`config.mk`:
```
export PLATFORM = sky130hd
export DESIGN_NAME = spi_slave_responder
export DESIGN_NICKNAME = d
export VERILOG_FILES = /design/src/rtl/spi_slave_responder.sv
export SDC_FILE = /design/constraint.sdc
export NUM_CORES = 1
export LEC_CHECK = 0
export BUFFER_PORTS_ARGS = -buffer_cell sky130_fd_sc_hd__buf_4
export CAP_MARGIN = 10
export CORE_MARGIN = 1.5
export CORE_UTILIZATION = 47
export CTS_CLUSTER_SIZE = 16
export DETAILED_ROUTE_END_ITERATION = 8
export MAX_ROUTING_LAYER = met4
export PLACE_DENSITY = 0.68
export SYNTH_ARGS = -nofsm -noshare
export SYNTH_HDL_FRONTEND = slang
export SYNTH_SLANG_ARGS = --single-unit
```
`constraint.sdc`:
```
create_clock -name clk -period 3.75 [get_ports clk]
set_clock_uncertainty 0.15 [all_clocks]
set_input_delay 0 -clock clk [delete_from_list [all_inputs] [get_ports clk]]
set_output_delay 0 -clock clk [all_outputs]
set_load 0.02 [all_outputs]
```
`src/rtl/spi_slave_responder.sv`:
```
// SPI mode-0 slave that receives 48-bit SD-style command frames and answers with a response
// byte after NCR filler bytes. The master bus is oversampled on clk through synchroniser flops.
module spi_slave_responder #(
  parameter int unsigned CMD_WIDTH   = 48,
  parameter int unsigned NCR_BYTES   = 1,
  parameter int unsigned SYNC_STAGES = 2
) (
  input  logic                 clk,
  input  logic                 rst,
  input  logic [2:0]           to_slave_i,
  output logic                 from_slave_o,
  output logic [CMD_WIDTH-1:0] cmd_o,
  output logic                 cmd_valid_o,
  input  logic                 cmd_ready_i,
  input  logic [7:0]           resp_i,
  input  logic                 resp_valid_i,
  output logic                 resp_ready_o,
  output logic                 frame_err_o,
  output logic                 overrun_o
);

  localparam int unsigned CntW = $clog2(CMD_WIDTH + 1);
  localparam int unsigned NcrW = $clog2(NCR_BYTES + 1);
  localparam logic [CntW-1:0] LastBit = CntW'(CMD_WIDTH - 1);
  localparam logic [NcrW-1:0] NcrLast = NcrW'(NCR_BYTES);

  typedef enum logic [1:0] {StHunt, StRxCmd, StWaitNcr, StTxResp} state_e;
  state_e state_q, state_d;

  logic [SYNC_STAGES-1:0][2:0] sync_q;
  logic                        sclk_prev_q;
  logic                        cs_n, sclk, mosi, rise, fall;

  logic [CMD_WIDTH-1:0] rx_sh_q, cmd_q;
  logic [CntW-1:0]      rx_cnt_q;
  logic [2:0]           bit_idx_q;
  logic [NcrW-1:0]      ncr_cnt_q;
  logic [7:0]           tx_sh_q;
  logic                 miso_q, cmd_valid_q, frame_err_q, overrun_q;

  logic [CMD_WIDTH-1:0] rx_next;
  logic                 frame_done, frame_ok, byte_load, ncr_done, load_resp;
  logic [7:0]           tx_byte;

  assign {cs_n, sclk, mosi} = sync_q[SYNC_STAGES-1];
  // Strobes are suppressed while cs_n is high, so a coincident cs_n rise always wins.
  assign rise = ~cs_n & sclk & ~sclk_prev_q;
  assign fall = ~cs_n & ~sclk & sclk_prev_q;

  assign rx_next    = {rx_sh_q[CMD_WIDTH-2:0], mosi};
  assign frame_done = rise && (state_q == StRxCmd) && (rx_cnt_q == LastBit);
  assign frame_ok   = rx_next[CMD_WIDTH-2] & rx_next[0];
  assign byte_load  = fall && (state_q == StWaitNcr) && (bit_idx_q == 3'd0);
  assign ncr_done   = (ncr_cnt_q == NcrLast);
  assign load_resp  = byte_load & ncr_done & resp_valid_i;
  assign tx_byte    = load_resp ? resp_i : 8'hFF;

  always_ff @(posedge clk) begin
    if (rst) begin
      sync_q      <= {SYNC_STAGES{3'b100}};
      sclk_prev_q <= 1'b0;
    end else begin
      sync_q      <= {sync_q[SYNC_STAGES-2:0], to_slave_i};
      sclk_prev_q <= sclk;
    end
  end

  always_ff @(posedge clk) begin
    if (rst) state_q <= StHunt;
    else     state_q <= state_d;
  end

  always_comb begin
    state_d = state_q;
    if (cs_n) begin
      state_d = StHunt;
    end else begin
      case (state_q)
        StHunt:    if (rise && !mosi) state_d = StRxCmd;
        StRxCmd:   if (frame_done) state_d = frame_ok ? StWaitNcr : StHunt;
        StWaitNcr: if (load_resp) state_d = StTxResp;
        StTxResp:  if (rise && bit_idx_q == 3'd7) state_d = StHunt;
        default:   state_d = StHunt;
      endcase
    end
  end

  always_comb begin
    resp_ready_o = load_resp;
  end

  always_ff @(posedge clk) begin
    if (rst) begin
      rx_sh_q     <= '0;
      cmd_q       <= '0;
      rx_cnt_q    <= '0;
      bit_idx_q   <= '0;
      ncr_cnt_q   <= '0;
      tx_sh_q     <= 8'hFF;
      miso_q      <= 1'b1;
      cmd_valid_q <= 1'b0;
      frame_err_q <= 1'b0;
      overrun_q   <= 1'b0;
    end else begin
      frame_err_q <= 1'b0;
      overrun_q   <= 1'b0;
      if (cmd_valid_q && cmd_ready_i) cmd_valid_q <= 1'b0;
      if (cs_n) begin
        rx_cnt_q  <= '0;
        bit_idx_q <= '0;
        ncr_cnt_q <= '0;
        tx_sh_q   <= 8'hFF;
        miso_q    <= 1'b1;
      end else begin
        if (rise) begin
          case (state_q)
            StHunt: begin
              if (!mosi) begin
                rx_sh_q  <= rx_next;
                rx_cnt_q <= CntW'(1);
              end
            end
            StRxCmd: begin
              rx_sh_q  <= rx_next;
              rx_cnt_q <= rx_cnt_q + CntW'(1);
              if (frame_done) begin
                bit_idx_q <= '0;
                ncr_cnt_q <= '0;
                if (!frame_ok) begin
                  frame_err_q <= 1'b1;
                end else if (cmd_valid_q) begin
                  overrun_q <= 1'b1;
                end else begin
                  cmd_q       <= rx_next;
                  cmd_valid_q <= 1'b1;
                end
              end
            end
            default: bit_idx_q <= bit_idx_q + 3'd1;
          endcase
        end
        if (fall) begin
          // The load fall drives the new byte's MSB immediately.
          if (byte_load) begin
            miso_q  <= tx_byte[7];
            tx_sh_q <= {tx_byte[6:0], 1'b1};
            if (!ncr_done) ncr_cnt_q <= ncr_cnt_q + NcrW'(1);
          end else begin
            miso_q  <= tx_sh_q[7];
            tx_sh_q <= {tx_sh_q[6:0], 1'b1};
          end
        end
      end
    end
  end

  assign from_slave_o = miso_q;
  assign cmd_o        = cmd_q;
  assign cmd_valid_o  = cmd_valid_q;
  assign frame_err_o  = frame_err_q;
  assign overrun_o    = overrun_q;

endmodule

```
Word level (Yosys, flattened, before mapping)
Cells that the tools add are included.

Bits in writable memories: 0. Bits in latches: 0. Register bits after elaboration: 126. Bits of input ports: 15. Memories kept: 0. Bits in read-only memories: 0.

Shifts and indexed selects: 0. Reductions and logical operators: 19. Multipliers: 0. Magnitude comparators: 0. Div/mod/pow operators: 0. $add $sub $neg: 3. Mux-type cells: 30. Bitwise logic cells: 16. Equality and inequality tests: 10.

Operators with widths (count): $pmux 47 s2 (1); $mux 47 (1); $mux 1 (16); $mux 8 (2); $pmux 6 s2 (1); $mux 2 (5); $ne 2x2->1 const B (5); $not 1->1 (9); $pmux 2 s4 (1); $reduce_and 4->1 (2); $and 1x1->1 (7); $logic_and 1x1->1 (7); $add 6x1->6 const B (1); $eq 6x6->1 const B (1); $mux 6 (1); $pmux 3 s2 (1); $reduce_and 3->1 (2); $reduce_and 6->1 (1); $reduce_or 6->1 (1); $reduce_or 5->1 (1); $eq 2x2->1 const B (2); $add 3x1->3 const B (1); $eq 3x3->1 const B (1); $logic_not 3->1 (1); 7 further kinds (7).

Depth between registers and ports, before layout
Gate-level depths: netlist (run 1).

Depth in word-level cells: 11. Depth in mapped cells: 7.

Least setup slack after synthesis (run 1)
No wires, ideal clock.

Path type: register -> register. Start: register with a tool-made name. End: register rx_sh_q[37]. Path buffers: 3. Period minus slack after synthesis: 1.915 ns. Stages on the path, launching flop included: 8. Setup slack: 1.835 ns. Arrival time: 1.633 ns. Cells stage by stage: dfxtp_1 > or4b_1 > buf_2 > or2_1 > buf_6 > buf_6 > nand2_1 > a21oi_1.

RTL lines: to (signal assigned) (RTL line 119) `rx_sh_q <= rx_next;`; to (signal assigned) (RTL line 124) `rx_sh_q <= rx_next;`; to (decl) (RTL line 34) `logic [CMD_WIDTH-1:0] rx_sh_q, cmd_q;`.

Worst setup path in the final report (run 1)
Start: register bit_idx_q[0]. End: register miso_q, in the netlist from_slave_o.

Longest elaborated chain between the ends: 6.

Ends and longest elaborated chain: from (decl) (RTL line 36) `logic [2:0] bit_idx_q;`; from (signal assigned) (RTL line 139) `default: bit_idx_q <= bit_idx_q + 3'd1;`; $logic_not 3->1 (*) (RTL line 53) `assign byte_load = fall && (state_q == StWaitNcr) && (bit_idx_q == 3'd0);`; $logic_and 1x1->1 (*) (RTL line 53); $and 1x1->1 (2 in series) (RTL line 55) `assign load_resp = byte_load & ncr_done & resp_valid_i;`; $mux 8 (RTL line 56) `assign tx_byte = load_resp ? resp_i : 8'hFF;`; $mux 1 (*) (RTL line 144) `if (byte_load) begin`; to (signal assigned) (RTL line 145) `miso_q <= tx_byte[7];`; to (signal assigned) (RTL line 149) `miso_q <= tx_sh_q[7];`; to (decl) (RTL line 39) `logic miso_q, cmd_valid_q, frame_err_q, overrun_q;`.

Every way passes the cells marked *; elsewhere a longest branch is shown, timed or not. A chain may end at the register's enable or synchronous reset.

==> results of run 1 <==
==> registers in the layout, indices dropped and copies added (netlist names), named ones only <==
signal        flops
cmd_o            48
rx_sh_q          47
tx_sh_q           7
rx_cnt_q          6
bit_idx_q         3
sync_q            3
cmd_valid_o       1
cs_n              1
frame_err_o       1
from_slave_o      1
mosi              1
ncr_cnt_q         1
overrun_o         1
sclk              1
sclk_prev_q       1
state_q           1
==> power by group through the flow <==
stage	combinational, µW	clock (µW)	sequential [µW]
after global placement	40.4	0	1360
after CTS	51.8	1750	1330
after global routing	56.4	1790	1330
final	51.5	1710	1330
after floorplan	26.4	0	1360
after detailed placement	40.7	0	1360
==> tightest hold or removal path, delay by kind of cell <==
family,cells,cell delay [ps]
AOI/OAI and AO/OA,1,120
buffers and inverters,1,110
and+or+nand+nor,2,450
==> worst max-delay path by stage <==
stage	end	slack, ps	cells past startpoint
6_report	from_slave_o	1080	8
5_1_grt	tx_sh_q[2]	930	8
4_1_cts	tx_sh_q[3]	1120	8
3_5_place_dp	rx_cnt_q[0]	1270	4
3_3_place_gp	rx_cnt_q[0]	1320	4
2_1_floorplan	rx_sh_q[37]	1840	7
==> cell usage after synthesis, types with 4 or more instances <==
master    count
clkbuf_1     27
buf_4         4
o21ai_0      16
and3_1        4
buf_2         4
nor2_1       14
nand2_1     190
nor2b_1       7
nor3_1        7
ha_1          4
nand3b_1      8
a21oi_1     105
nand3_1       4
dfxtp_1     125
==> metrics by stage <==
| stage | cell area [µm²] | std cells | power [µW] | setup WS [ps] |
|---|---|---|---|---|
| 3_3_place_gp | 5100 | 720 | 1400 | 1320 |
| 2_1_floorplan | 4600 | 561 | 1390 | 1840 |
| 4_1_cts | 5960 | 775 | 3130 | 1120 |
| 5_1_grt | 5960 | 775 | 3180 | 935 |
| 6_report | 5960 | 775 | 3100 | 1080 |
| 3_5_place_dp | 5100 | 720 | 1400 | 1270 |
==> cell families (layout without fill, tap and decap cells) <==
kind of cell | after synthesis | after routing | synth area share [%]
compound gates | 130 | 130 | 14.8
xor+xnor | 3 | 3 | 0.571
fa+ha+maj | 4 | 4 | 1.09
buf+inv | 42 | 127 | 4.35
flops | 125 | 125 | 54.4
mux | 1 | 1 | 0.245
simple gates | 256 | 256 | 24.6
==> final cells by class <==
cell class / count / area, µm² / area share [%]
clock buffer: 19 / 442 / 7.41
clock inverter: 13 / 189 / 3.17
inverter: 3 / 11.3 / 0.189
multi-input combinational: 394 / 1910 / 32.0
sequential: 125 / 2500 / 42.0
tap: 129 / 161 / 2.71
timing repair buffer: 92 / 748 / 12.5
==> timing repair <==
| action | 4_1_cts | 5_1_grt |
|---|---|---|
| endpoints found under the hold margin | 22 | 0 |
| buffers inserted | 0 | 0 |
| hold buffers | 23 | 0 |
| gates resized for setup | 0 | 0 |
==> routing by layer <==
metal	up-vias	GRT usage, %	wire length [µm]
met4	0	8.54	137
li1	2006	-	-
met1	1816	23.2	4310
met3	14	5.88	378
met5	-	-	0
met2	72	35.8	4840
==> results by group, run 1 <==
Run status
  – Outcome: finished, final reports clean

Drt
  – DRC: 0
  – Wire per inst: 12.5 µm
  – Iter 0 DRT Violations: around 180
  – Via-to-Cell Ratio: 5.04
  – Via count: 3908
  – Final Routed Wirelength: 9.67 mm
  – Pre-antenna DRT Iters: 5
  – Final ANT Viol Nets: 0

Logic synthesis
  – Largest cells by area after synthesis: dfxtp_1, nand2_1, a21oi_1
  – Mapped Cells: ~560
  – Yosys warns: 0
  – Post-synth EDFFs: 0
  – Synth Register Bits: around 130
  – Part of the Yosys area used for sequential elements: between 50 and 60%
  – Share of the synthesized area in the top cell type: between 50% and 60%
  – Main synth FF type: dfxtp_1
  – Avg Cell Area, Syn: 8.21 µm²
  – Ys async rst share: 0%
  – Synth area leader: dfxtp_1
  – Yosys cell types: 39
  – Syn_nets: 580
  – Mapped Area: between 4000 and 5000 µm²

Timing
  – Final setup viols: 0
  – Max frequency: 374 MHz
  – Tcrit/Tclk final: 71.3%
  – Max-slew violations: 0
  – Setup TNS: 0 ps
  – Worst slew pin tran: a little under 1000 ps
  – Hold Vio Cnt, Final: 0
  – Min Tclk post-route: 2670 ps
  – Hold slack final: roughly 54 ps
  – RSZ-0062 raised after global routing: no
  – Slew margin rel.: 33.6%

Place
  – Port Buffers: 67
  – Hpwl dp: about 5.6 mm
  – Gpl congestion: about 0.84

Power and ir drop
  – Clk pwr share: 55.3%
  – Sw Share: between 20% and 30%
  – Switching pwr: ~630 µW
  – Pleak: roughly 0.0021 µW
  – Power density over cell area: between 500 and 600 nW/µm²
  – Maximum vdd drop: 0.319 mV
  – Flop pwr share: between 40% and 50%
  – Cell-internal power: between 2000 and 2500 µW
  – Logic pwr share: under 10%

Cells and area
  – Area Overhead vs Synth: 29.5%
  – Layout cells sized above 1: about 17%
  – Filler instances: around 860
  – Fin nets: 652
  – Most common cell after layout, fill and taps aside: nand2_1
  – Most frequent cells in the layout: nand2_1, dfxtp_1, a21oi_1
  – Antenna diodes: 0
  – Final core occ: approximately 64%

Clock network
  – # H-tree levels: 4
  – Clock slew at reported path FFs: ~60 ps
  – Num CTS Buffers: 17
  – Root Buffer: clkbuf_8
  – Clk sink count: about 130
  – Clock buffer depth: 2
  – CTS tree: yes
  – Clk_lat worst skew: just over 500 ps

GRT
  – Initial antenna violation count: 0
  – First-pass GRT wire length: approximately 17 mm
  – GRT Total Usage: between 20% and 30%
  – Vias in the first global route: 3766
  – Overflow after GRT: 0
  – Largest net degree at the start of global routing: about 110

Floorplan
  – Die ar.: 10400 µm²
  – # IOs: 68
  – Die height: 102 µm
  – Die X: 102 µm
  – Initial Util: ~49%
  – CORE AREA: between 9000 and 10000 µm²
  – # rows: 35

Critical path
  – Worst-path cell chain: inv_1 > ha_1 > and4bb_2 > nand3b_1 > dlygate4sd3_1 > o21ai_0 > o21ai_0 > dlygate4sd3_1
  – WP buf/inv: 3
  – Worst reg2reg path endpoint: from_slave_o
  – Crit-path max cell delay: between 500 and 600 ps
  – CP startpoint: bit_idx_q[0]
  – Reg-to-reg setup timing slack: around 1100 ps
  – CP max stage cell: dlygate4sd3_1
  – Largest delay contributor family on the critical path: buffers and inverters
  – CP max FO: 16
  – R2R Path Start: bit_idx_q[0]
  – CP endpoint kind: flop
  – Critical path class: flop to flop
  – Reg2reg path depth: 8
  – Worst path required time: ~4000 ps
  – CP Launch Type: flop
  – Crit path DAT: a little under 3000 ps

Worst hold path
  – Min-Delay Path Class: input port to flop
  – Min-Delay Startpoint: resp_valid_i
  – Hold Path Cell Cnt: 4
  – WHS Endpoint: tx_sh_q[1]

Run
  – Max_cap viols: 0
Note: power is estimated with default switching activity, not from simulation.
==> run 2: changes to the inputs <==
- PLACE_DENSITY: 0.68 -> 0.7
- clock period: 3.75 -> 2.3 ns (I/O delays scaled with it)
==> run 2 against run 1 <==
  * Combinational power is 72% higher
  * First-iteration DRC count is 10% lower
  * Worst setup slack worse by 890 ps
  * Sequential cell count stayed put
  * Hold slack worse by 27 ps
  * Critical path depth is 2 lower
  * Non-clock buffer count is 3 higher
  * Via count is 0.84% higher
  * Die area stayed put
  * Clock power is 43% higher
  * Final area is 0.50% lower
  * Maximum frequency is 26% higher
  * Largest power group unchanged
==> results by group, run 2 (synthesis gave the netlist of run 1 again) <==
Cells and area
  – Final core occ: 63.3% (-0.32 points)
  – Antenna diodes: 0 (unchanged)
  – Area Overhead vs Synth: 28.9%
  – Layout cells sized above 1: 18.5% (+1.0 points)
  – Most common cell after layout, fill and taps aside: nand2_1
  – Most frequent cells in the layout: nand2_1, dfxtp_1, a21oi_1
  – Fin nets: 655 (+0.46%)
  – Max FFs per register: 48 (unchanged)
  – Post-Layout Cell Count: 777 (+0.26%)
  – Post-route cell area: 5930 µm² (-0.50%)

Timing
  – Max-slew violations: 0 (unchanged)
  – RSZ-0062 raised after global routing: no
  – Slew margin rel.: 52.6% (+19 points)
  – Tcrit/Tclk final: 91.9% (+21 points)
  – Setup TNS: 0 ps (unchanged)
  – Worst slew pin tran: 712 ps (-282 ps)
  – Max frequency: 473 MHz (+26%)
  – Hold Vio Cnt, Final: 0 (unchanged)
  – Min Tclk post-route: 2110 ps (-559 ps)
  – Final setup viols: 0 (unchanged)

Worst hold path
  – Hold Path Cell Cnt: 5 (+1)
  – Min-Delay Path Class: input port to flop

Floorplan
  – Initial Util: 49.1% (unchanged)
  – # IOs: 68 (unchanged)
  – Die ar.: 10400 µm² (unchanged)
  – Die X: 102 µm (unchanged)
  – Die height: 102 µm (unchanged)
  – # rows: 35 (unchanged)
  – CORE AREA: 9370 µm² (unchanged)

Run
  – Max_cap viols: 0 (unchanged)

GRT
  – GRT Total Usage: 20.6% (-0.42 points)
  – Vias in the first global route: 3579 (-5.0%)
  – Initial antenna violation count: 0 (unchanged)
  – Overflow after GRT: 0 (unchanged)
  – First-pass GRT wire length: 16.3 mm (-2.4%)
  – Largest net degree at the start of global routing: 76 (-28%)

Critical path
  – R2R Path Start: rx_cnt_q[0]
  – Reg2reg path depth: 6 (-2)
  – CP max FO: 29 (+13)
  – Reg-to-reg setup timing slack: 190 ps (-890 ps)
  – Worst reg2reg path endpoint: cmd_o[11]
  – CP Launch Type: flop
  – Worst path required time: 2520 ps (-1480 ps)
  – Critical path class: flop to flop
  – Crit path DAT: 2330 ps (-590 ps)
  – CP startpoint: rx_cnt_q[0]
  – End of the critical path: cmd_o[11]
  – CP endpoint kind: flop

Clock network
  – Clk_lat worst skew: 510 ps (about the same)
  – Root Buffer: clkbuf_8
  – Number of gates resized after cts: 0 (unchanged)
  – Num CTS Buffers: 17 (unchanged)
  – Clock slew at reported path FFs: 60 ps (about the same)
  – Clk sink count: 125 (unchanged)
  – # H-tree levels: 4 (unchanged)
  – CTS tree: yes
  – Clock buffer depth: 2 (unchanged)

Drt
  – Pre-antenna DRT Iters: 4 (-1)
  – DRC: 0 (unchanged)
  – Wire per inst: 12.6 µm (+0.63%)
  – Via count: 3941 (+0.84%)
  – Final Routed Wirelength: 9.76 mm (+0.89%)
  – Final ANT Viol Nets: 0 (unchanged)
  – Iter 0 DRT Violations: 163 (-10%)
  – Via-to-Cell Ratio: 5.07 (+0.58%)

Place
  – Hpwl dp: 5.98 mm (+7.2%)
  – Gpl congestion: 0.814 (-3.6%)
  – Port Buffers: 67 (unchanged)
  – Dpl cells: 728 (+1.1%)
  – DP Area: 5200 µm² (+1.9%)

Power and ir drop
  – Maximum vdd drop: 0.555 mV (+74%)
  – Pleak: 0.00214 µW (+0.94%)
  – Total power: 4710 µW (+52%)
  – Power density over cell area: 794 nW/µm² (+53%)

Run status
  – Outcome: finished, final reports clean
## run 2: changes by cell type in the layout (fill, tap and decap cells not counted)
cell	change
bufinv_16	-3
buf_12	+3
dlygate4sd3_1	-5
buf_4	+5
clkinv_4	+2
clkinvlp_4	-2
clkbuf_8	-2
inv_6	+3
inv_8	+1
## run 2: critical path, cell delays in order (launching register included)
cell and delay, ps:
dfxtp_1 390, ha_1 220, and4bb_2 270, nand4_1 430
buf_12 350, nand2_1 80, a21oi_1 60
## run 2: report_power, final
part	leakage, µW	internal, µW	switching (µW)
Sequential	0.00101	2170	5.06
Combinational	0.000866	42.1	46.5
Clock	0.000263	1450	1000
Total	0.00214	3660	1050
## run 2: what timing repair did
| action | in CTS | in global routing |
|---|---|---|
| setup buffers | 0 | 0 |
| hold endpoints to repair | 38 | 0 |
| hold buffers | 18 | 0 |
## run 2: per-stage QoR
stage,hold slack (ps),worst slack [ps]
6_report,26.7,186
3_5_place_dp,45.5,180
2_1_floorplan,-46.2,385
5_1_grt,87.3,27.0
3_3_place_gp,41.5,249
4_1_cts,1.17,157
## run 2: area by class of cell
| type | count | area [µm²] |
|---|---|---|
| well taps | 129 | 161 |
| clock buffers | 17 | 414 |
| fillers | 868 | 3440 |
| flip-flops and latches | 125 | 2500 |
| multi-input cells | 394 | 1910 |
| clock inverters | 14 | 139 |
| repair buffers | 95 | 796 |
| inverters | 3 | 11.3 |
## run 2: per-layer routing
metal / GRT usage (%) / part of all wire, % / up-vias
met3: 4.58 / 3.3 / 13
met5: - / 0 / -
met2: 33.3 / 49 / 78
li1: - / - / 2015
met1: 24.8 / 46 / 1835
met4: 8.75 / 1.7 / 0
## run 2: worst min-delay path by stage
stage | to | from | slack (ps)
CTS | tx_sh_q[2] | resp_valid_i | 1
global placement | sync_q[2] | to_slave_i[2] | 40
finish | tx_sh_q[2] | resp_valid_i | 30
global route | tx_sh_q[2] | resp_valid_i | 90
detailed placement | sync_q[2] | to_slave_i[2] | 50
floorplan | sync_q[2] | to_slave_i[2] | -50
==> run 3: changes to the inputs <==
- CAP_MARGIN: 10 -> 20
- CORE_ASPECT_RATIO: not set -> 1.5
==> run 3 against run 2 <==
  * Critical path depth is the same
  * Non-clock buffer count shrank 6
  * Sequential share of layout area shrank 0.15 points
  * Critical endpoint is now cmd_valid_o
  * Largest cell class unchanged
==> results by group, run 3 (synthesis gave the netlist of run 1 again) <==
Power and ir drop
  – Maximum vdd drop: 0.698 mV (+26%)
  – Pleak: 0.00217 µW (+1.6%)
  – Power density over cell area: 858 nW/µm² (+8.0%)

Place
  – Gpl congestion: 0.842 (+3.4%)
  – DP Area: 5170 µm² (-0.63%)
  – Port Buffers: 67 (unchanged)
  – Hpwl dp: 6.17 mm (+3.1%)
  – Place WS: 219 ps (+39.1 ps)
  – Dpl cells: 712 (-2.2%)

GRT
  – GRT Total Usage: 19.8% (-0.82 points)
  – First-pass GRT wire length: 16.5 mm (+1.4%)
  – Vias in the first global route: 3659 (+2.2%)
  – Overflow after GRT: 0 (unchanged)
  – Largest net degree at the start of global routing: 69 (-9.2%)
  – Initial antenna violation count: 0 (unchanged)

Cells and area
  – Layout cells sized above 1: 18.4% (-0.17 points)
  – Antenna diodes: 0 (unchanged)
  – Most frequent cells in the layout: nand2_1, dfxtp_1, a21oi_1
  – Most common cell after layout, fill and taps aside: nand2_1
  – Multi-input combinational cell area: 1910 µm² (unchanged)
  – Fin nets: 649 (-0.92%)
  – Post-Layout Cell Count: 758 (-2.4%)
  – Filler instances: 851 (-2.0%)
  – Post-route cell area: 5950 µm² (+0.36%)
  – Register area: 2500 µm² (unchanged)
  – Max FFs per register: 48 (unchanged)
  – Area Overhead vs Synth: 29.4%

Floorplan
  – # IOs: 68 (unchanged)
  – Die height: 124 µm (+22%)
  – Die X: 83.8 µm (-18%)
  – # rows: 44 (+26%)
  – Die ar.: 10400 µm² (+0.12%)
  – Initial Util: 48.1% (-1.1 points)
  – CORE AREA: 9580 µm² (+2.2%)

Drt
  – DRC: 0 (unchanged)
  – Iter 0 DRT Violations: 236 (+45%)
  – Via count: 3831 (-2.8%)
  – Pre-antenna DRT Iters: 5 (+1)
  – Via-to-Cell Ratio: 5.05 (-0.35%)
  – Final Routed Wirelength: 9.68 mm (-0.81%)
  – Final ANT Viol Nets: 0 (unchanged)
  – Wire per inst: 12.8 µm (+1.7%)

Critical path
  – Reg-to-reg setup timing slack: 80 ps (-110 ps)
  – Crit-path max cell delay: 550 ps (+120 ps)
  – Worst-path cell chain: ha_1 > and4bb_2 > nand4_1 > buf_6 > a21oi_1 > dlygate4sd3_1
  – CP Launch Type: flop
  – R2R Path Start: rx_cnt_q[0]
  – Crit path DAT: 2410 ps (+80 ps)
  – CP endpoint kind: flop
  – Largest delay contributor family on the critical path: buffers and inverters
  – Worst path required time: 2490 ps (-30 ps)
  – Critical Path Stages: 6 (unchanged)
  – Worst reg2reg path endpoint: cmd_valid_o
  – WP buf/inv: 2 (+1)
  – Critical path class: flop to flop
  – CP max stage cell: dlygate4sd3_1
  – CP max FO: 22 (-24%)
  – Reg2reg path depth: 6 (unchanged)

Run status
  – Outcome: finished, final reports clean

Clock network
  – Clock slew at reported path FFs: 50 ps (about the same)
  – Clock buffer depth: 2 (unchanged)
  – Clk_lat worst skew: 410 ps (-100 ps)
  – # H-tree levels: 4 (unchanged)
  – CTS tree: yes
  – Clk sink count: 125 (unchanged)
  – Num CTS Buffers: 17 (unchanged)
  – Root Buffer: clkbuf_16

Timing
  – Final setup viols: 0 (unchanged)
  – Tcrit/Tclk final: 96.6% (+4.6 points)
  – Slew margin rel.: 56.9% (+4.4 points)
  – Min Tclk post-route: 2220 ps (+107 ps)
  – Max-slew violations: 0 (unchanged)
  – Hold Vio Cnt, Final: 0 (unchanged)
  – Max frequency: 450 MHz (-4.8%)
  – Setup WS post-layout: 79.2 ps (-107 ps)
  – Worst slew pin tran: 646 ps (-65.5 ps)

Worst hold path
  – Min-Delay Path Class: input port to flop
  – Hold Path Cell Cnt: 5 (unchanged)
  – Min-Delay Startpoint: resp_valid_i
  – WHS Endpoint: from_slave_o

Run
  – Max_cap viols: 0 (unchanged)
run 3: changes by cell type in the layout (fill, tap and decap cells not counted), moves of 2 or more:
cell           previous run  this run
bufinv_16                 1         4
buf_4                    74        71
dlygate4sd3_1            18        14
clkinv_4                  4         0
inv_6                     4         1
clkinv_2                  1         3
clkbuf_8                  1         4
run 3: worst max-delay path by stage:
stage	start	end	slack, ps
after global routing	rx_cnt_q[0]	cmd_valid_o	-20
after CTS	rx_cnt_q[0]	cmd_valid_o	90
final	rx_cnt_q[0]	cmd_valid_o	80
after global placement	flop	rx_sh_q[29]	250
after detailed placement	flop	rx_sh_q[30]	220
after floorplan	flop	rx_sh_q[37]	390
run 3: final cells by class:
cell class	instances	share of cell area (%)
Clock buffer	22	8.13
Clock inverter	10	2.67
Multi-Input combinational cell	394	32.1
Sequential cell	125	42.0
Tap cell	115	2.42
Inverter	3	0.189
Timing Repair Buffer	89	12.5
run 3: metrics by stage:
step / setup TNS, ps / util (%) / power [µW] / hold slack, ps
after floorplan: 0 / - / 2260 / -46.2
after global placement: 0 / 53.9 / 2290 / 46.1
after detailed placement: 0 / 53.9 / 2290 / 47.3
after CTS: 0 / 62.1 / 5150 / 78.9
after global routing: -22.5 / 62.2 / 5260 / 163
final: 0 / 62.2 / 5110 / 93.6
run 3: metal layers:
layer	wire, µm	share of wire [%]	vias up	track usage, %
met1	4200	43	1743	22.4
li1	-	-	1994	-
met2	4980	51	86	32.7
met4	102	1.1	0	7.23
met3	394	4.1	8	6.32
met5	0	0	-	-
run 3: power by group:
part / internal, µW / total (µW) / leakage, µW / switching (µW)
sequential: 2170 / 2180 / 0.00101 / 4.77
combinational: 41.2 / 86.4 / 0.000852 / 45.2
clock: 1930 / 2840 / 0.000313 / 917
total: 4140 / 5110 / 0.00217 / 967
run 3: repair_timing:
item,4_1_cts,5_1_grt
endpoints found under the setup margin,0,1
buffers inserted,0,0
hold endpoints to repair,42,0
hold buffers,14,0
gates resized for setup,0,1
run 3: tightest hold or removal path, stage by stage:
cell and delay, ps:
buf_4 70, and2_1 290, nand3b_1 100, o21ai_0 60
o21ai_0 60
